### config.mk
export PLATFORM = sky130hd
export DESIGN_NAME = mpadd32
export DESIGN_NICKNAME = d
export VERILOG_FILES = /design/src/rtl/mpadd_pkg.sv /design/src/rtl/mpadd32_adder32.sv /design/src/rtl/mpadd32.sv
export SDC_FILE = /design/constraint.sdc
export NUM_CORES = 2
export LEC_CHECK = 0
export CAP_MARGIN = 0
export CORE_ASPECT_RATIO = 0.75
export CORE_MARGIN = 2
export CORE_UTILIZATION = 40
export DETAILED_ROUTE_END_ITERATION = 12
export DONT_BUFFER_PORTS = 1
export PLACE_DENSITY = 0.65
export SLEW_MARGIN = 40
export SYNTH_ARGS = -nofsm -noshare
export SYNTH_HDL_FRONTEND = slang
export SYNTH_SLANG_ARGS = --single-unit
### constraint.sdc
create_clock -name CLK -period 12.4 [get_ports CLK]
set_clock_uncertainty 0.1 [all_clocks]
set_input_delay 2.48 -clock CLK [delete_from_list [all_inputs] [get_ports CLK]]
set_output_delay 2.48 -clock CLK [all_outputs]
set_load 0.005 [all_outputs]
### src/rtl/mpadd_pkg.sv
// Shared constants and FSM state type for the mpadd32 multi-precision adder.
package mpadd_pkg;

  localparam int WORD_W  = 32;
  localparam int N_WORDS = 8;
  localparam int OP_W    = WORD_W * N_WORDS;
  localparam int CNT_W   = $clog2(N_WORDS);

  typedef enum logic [1:0] {
    IDLE = 2'd0,
    RUN  = 2'd1,
    DONE = 2'd2
  } state_t;

endpackage

### src/rtl/mpadd32_adder32.sv
// Combinational limb adder: WORD_W-bit sum with carry-in and carry-out.
module adder32
  import mpadd_pkg::*;
#(
  parameter int W = WORD_W
) (
  input  logic [W-1:0] a,
  input  logic [W-1:0] b,
  input  logic         cin,
  output logic [W-1:0] sum,
  output logic         cout
);

  assign {cout, sum} = {1'b0, a} + {1'b0, b} + {{W{1'b0}}, cin};

endmodule

### src/rtl/mpadd32.sv
// 256-bit adder iterating one 32-bit limb per cycle with a carry register.
// Optional MPADD32_BUSY_EN adds a busy output that is high while in RUN.
module mpadd32
  import mpadd_pkg::*;
(
  input  logic            CLK,
  input  logic            RST,
  input  logic [OP_W-1:0] a_in,
  input  logic [OP_W-1:0] b_in,
  input  logic            write,
  input  logic            start,
  output logic [OP_W:0]   s_out,
  output logic            ready
`ifdef MPADD32_BUSY_EN
  ,
  output logic            busy
`endif
);

  state_t             state_r;
  logic [CNT_W-1:0]   cnt_r;
  logic               carry_r;
  logic [OP_W-1:0]    a_r;
  logic [OP_W-1:0]    b_r;
  logic [WORD_W-1:0]  a_limb_s;
  logic [WORD_W-1:0]  b_limb_s;
  logic [WORD_W-1:0]  sum_limb_s;
  logic               cout_s;
`ifdef MPADD32_BUSY_EN
  logic               busy_r;
`endif

  assign a_limb_s = a_r[cnt_r * WORD_W +: WORD_W];
  assign b_limb_s = b_r[cnt_r * WORD_W +: WORD_W];

  adder32 #(.W(WORD_W)) u_adder (
    .a    (a_limb_s),
    .b    (b_limb_s),
    .cin  (carry_r),
    .sum  (sum_limb_s),
    .cout (cout_s)
  );

  // Control FSM, operand capture and limb-wise result accumulation.
  always_ff @(posedge CLK) begin
    if (RST) begin
      state_r <= IDLE;
      cnt_r   <= '0;
      carry_r <= 1'b0;
      a_r     <= '0;
      b_r     <= '0;
      s_out   <= '0;
      ready   <= 1'b0;
`ifdef MPADD32_BUSY_EN
      busy_r  <= 1'b0;
`endif
    end else begin
      case (state_r)
        IDLE: begin
          if (write) begin
            a_r <= a_in;
            b_r <= b_in;
          end else if (start) begin
            cnt_r   <= '0;
            carry_r <= 1'b0;
            state_r <= RUN;
`ifdef MPADD32_BUSY_EN
            busy_r  <= 1'b1;
`endif
          end
        end
        RUN: begin
          // write/start are deliberately ignored here so operands stay stable
          s_out[cnt_r * WORD_W +: WORD_W] <= sum_limb_s;
          carry_r <= cout_s;
          cnt_r   <= cnt_r + CNT_W'(1);
          if (cnt_r == CNT_W'(N_WORDS - 1)) begin
            s_out[OP_W] <= cout_s;
            ready       <= 1'b1;
            state_r     <= DONE;
`ifdef MPADD32_BUSY_EN
            busy_r      <= 1'b0;
`endif
          end
        end
        DONE: begin
          if (write) begin
            a_r     <= a_in;
            b_r     <= b_in;
            ready   <= 1'b0;
            state_r <= IDLE;
          end else if (start) begin
            cnt_r   <= '0;
            carry_r <= 1'b0;
            ready   <= 1'b0;
            state_r <= RUN;
`ifdef MPADD32_BUSY_EN
            busy_r  <= 1'b1;
`endif
          end
        end
        default: begin
          state_r <= IDLE;
          ready   <= 1'b0;
`ifdef MPADD32_BUSY_EN
          busy_r  <= 1'b0;
`endif
        end
      endcase
    end
  end

`ifdef MPADD32_BUSY_EN
  assign busy = busy_r;
`endif

endmodule

==> summary.md <==
| Metric | Value |
|---|---|
| Pre-antenna DRT Iters | 6 |
| Cells on Worst Hold Path | 2 |
| Slew Limit Fails | 0 |
| Row Count | 90 |
| Final period util | a little over two fifths |
| Synth-to-Final Area Change | 10.7% |
| Max Root-Sink Buffers | 3 |
| Chip Height | ~250 µm |
| Antenna viol nets, final | 0 |
| Required time worst endpoint | between 10 and 15 ns |
| Syn_nets | around 4500 |
| Clk Latency, worst-skew pair | 0.63 ns |
| Number of global-route vias before repair | between 20000 and 30000 |
| Asr flop ratio synth | 0% |
| Fin util | 44.5% |
| Setup violations, final | 0 |
| Synth Instances | approximately 4000 |
| # IOs | slightly below 800 |
| Core area | 0.0802 mm² |
| Ys flop type | dfxtp_1 |
| Run status | finished, final reports clean |
| DP Worst Slack | 6.94 ns |
| Antenna violations before repair | 21 |
| RSZ-0062 raised after global routing | false |
| Most frequent cells in the layout | nand2_1 (1487), dfxtp_1 (773), a21oi_1 (656) |
| Worst R2R Setup Slack | 7.01 ns |
| Hold endpoint | b_r[124]$_SDFFE_PP0P_ |
| Post-CTS Setup Bufs | 0 |
| FF-to-FF Start | cnt_r[1]$_SDFFE_PP0P_ |
| CP Capture Type | register |
| CP Launch Type | register |
| Global-route wire length before repair | about 170 mm |
| Residual DRC | 0 |
| Largest net degree at the start of global routing | roughly 690 |
| Arrival @ worst endpoint | 5.76 ns |
| Reg-to-reg endpoint | s_out[82]$_SDFFE_PP0P_ |
| Die area | about 0.083 mm² |
| Hold buffers post-CTS | 0 |
| Syn_area_per_cell | slightly above 8 µm² |
| Drt total wl | 117 mm |
| FMAX | roughly 190 MHz |
| Worst-path fanout max | a little over 90 |
| Nets | around 4300 |
| Worst hold slack | 0.351 ns |
| Max_cap viols | 0 |
| Relative slew slack | between 20% and 30% |
| Worst vdd ir | approximately 0.10 mV |
| CTS root buf | clkbuf_16 |
| Yosys cell types | 72 |
| Cells on worst reg2reg path | 13 |
| GR Util All Layers | between 20% and 30% |
| Clock sinks | around 780 |
| Clk slew on worst S/H paths | ~0.060 ns |
| CP Class | reg -> reg |
| Worst hold start | b_r[124]$_SDFFE_PP0P_ |
| Via/cell ratio | between 5 and 6 |
| Via count | 27700 |
| Global placement routability congestion | 0.872 |
| Post-Syn Area | 0.0323 mm² |
| Grt total ovfl | 0 |
| Share of cells above drive strength 1 | between 9 and 10% |
| Max H-tree Level | 3 |
| Register bit total from synthesis | between 700 and 800 |
| Final min period | between 5 and 6 ns |
| EDFF count, synth | 0 |
| Yosys warns | 0 |
| Die width | around 330 µm |
| Setup ws final | approximately 7 ns |
| CTS tree | built |
| Commonest non-fill, non-tap cell in the layout | nand2_1 |
| Wire per inst | between 20 and 25 µm |
| Pleak | between 10 and 15 nW |
| Min-Delay Path Class | reg -> reg |
| Seq/Total Area, Yosys | 48.2% |
| DP HPWL | around 85 mm |
| TNS Setup | 0 ns |
| PostCTS Resize Cnt | 0 |
| Slew @ Worst Pin | between 1 and 1.5 ns |
| Cell area power density | ~160 mW/mm² |
| CTS Buf Count | 78 |
| # port buffers | 0 |
| Final hold vios | 0 |
| Placement Cell Area | about 0.033 mm² |
| Fin area | around 0.036 mm² |
| Initial Utilization | roughly 40% |
| Initial DRC Count | ~2900 |
| Fillers | around 8000 |
-- worst max-delay path, cell delays in order (launching register included) --
cell      delay, ns
dfxtp_4        0.78
buf_12         0.50
mux4_2         0.44
nand2_1        0.15
nand2_1        0.09
fa_1           0.44
fa_1           0.44
a211oi_1       0.25
o21a_1         0.21
a221o_1        0.30
o21ai_1        0.16
a21oi_1        0.20
xor2_1         0.73
o21ai_0        0.21
-- final cells by class --
cell class                      instances  area [µm²]  area share, %
Tap cell                             1058        1320           3.71
Clock buffer                          108        2280           6.38
Antenna cell                           11        27.5         0.0771
Sequential cell                       776       15500           43.5
Timing Repair Buffer                   40         473           1.32
Multi-Input combinational cell       2862       15600           43.7
Clock inverter                         32         383           1.07
Inverter                               18        67.6          0.189
-- synthesized netlist by cell type (5+ instances only) --
| cell | number | area (µm²) |
|---|---|---|
| a211oi_1 | 6 | 45.0 |
| a21o_1 | 13 | 97.6 |
| a21oi_1 | 656 | 3280 |
| a22oi_1 | 42 | 315 |
| a31oi_1 | 5 | 31.3 |
| and2_1 | 8 | 50.1 |
| and3_1 | 5 | 31.3 |
| buf_1 | 20 | 75.1 |
| buf_2 | 21 | 105 |
| clkbuf_1 | 254 | 953 |
| dfxtp_1 | 776 | 15500 |
| ha_1 | 38 | 475 |
| inv_1 | 17 | 63.8 |
| mux4_2 | 128 | 2880 |
| nand2_1 | 1490 | 5590 |
| nand2b_1 | 5 | 31.3 |
| nand3_1 | 71 | 355 |
| nand4_1 | 10 | 62.6 |
| nor2_1 | 144 | 541 |
| nor3_1 | 12 | 60.1 |
| o211ai_1 | 10 | 75.1 |
| o21a_1 | 12 | 90.1 |
| o21ai_0 | 102 | 510 |
| o21ai_1 | 19 | 95.1 |
| o31ai_1 | 6 | 45.0 |
| xnor2_1 | 6 | 52.6 |
| xor2_1 | 11 | 96.3 |
-- kinds of logic after synthesis --
family	Yosys count	share of synthesized area, %
simple gates	1766	21.4
xor+xnor	26	0.950
buf+inv	316	3.80
mux	130	9.00
flops	776	48.2
compound gates	900	15.1
fa+ha+maj	40	1.60
-- sequential cells by signal (all words and copies together) (netlist names) --
| register | flops |
|---|---|
| ready | 1 |
| a_r | 256 |
| carry_r | 1 |
| b_r | 256 |
| cnt_r | 3 |
| s_out | 257 |
| state_r | 2 |
-- per-layer routing --
layer | share of wire [%] | track usage [%]
met2 | 44 | 41.3
met5 | 0.050 | 0
met3 | 9.1 | 6.92
met1 | 44 | 37.5
met4 | 2.9 | 8.81
-- how the worst max path moves through the flow --
| stage | to | slack [ns] | startpoint | cells after the start |
|---|---|---|---|---|
| after global routing | s_out[242]$_SDFFE_PP0P_ | 6.73 | cnt_r[1]$_SDFFE_PP0P_ | 13 |
| after detailed placement | s_out[18]$_SDFFE_PP0P_ | 6.94 | cnt_r[0]$_SDFFE_PP0P_ | 13 |
| final | s_out[82]$_SDFFE_PP0P_ | 7.01 | cnt_r[1]$_SDFFE_PP0P_ | 13 |
| after CTS | s_out[114]$_SDFFE_PP0P_ | 6.91 | cnt_r[0]$_SDFFE_PP0P_ | 13 |
| after floorplan | s_out[126]$_SDFFE_PP0P_ | 7.92 | cnt_r[0]$_SDFFE_PP0P_ | 16 |
| after global placement | s_out[148]$_SDFFE_PP0P_ | 6.81 | cnt_r[0]$_SDFFE_PP0P_ | 13 |
-- through the flow --
stage                     instances  power (W)
final                          4905    0.00575
after detailed placement       4748    0.00329
after CTS                      4888    0.00573
after global routing           4902    0.00594
after floorplan                3954    0.00311
after global placement         4744    0.00328
-- where the power goes --
part | internal [W] | leakage (nW) | total [W] | switching, W
sequential | 0.00260 | 6.34 | 0.00267 | 0.0000654
clock | 0.00144 | 1.31 | 0.00247 | 0.00103
combinational | 0.000195 | 5.35 | 0.000617 | 0.000422
total | 0.00423 | 13.0 | 0.00575 | 0.00152
No activity file was read; power rests on OpenSTA's default activity.
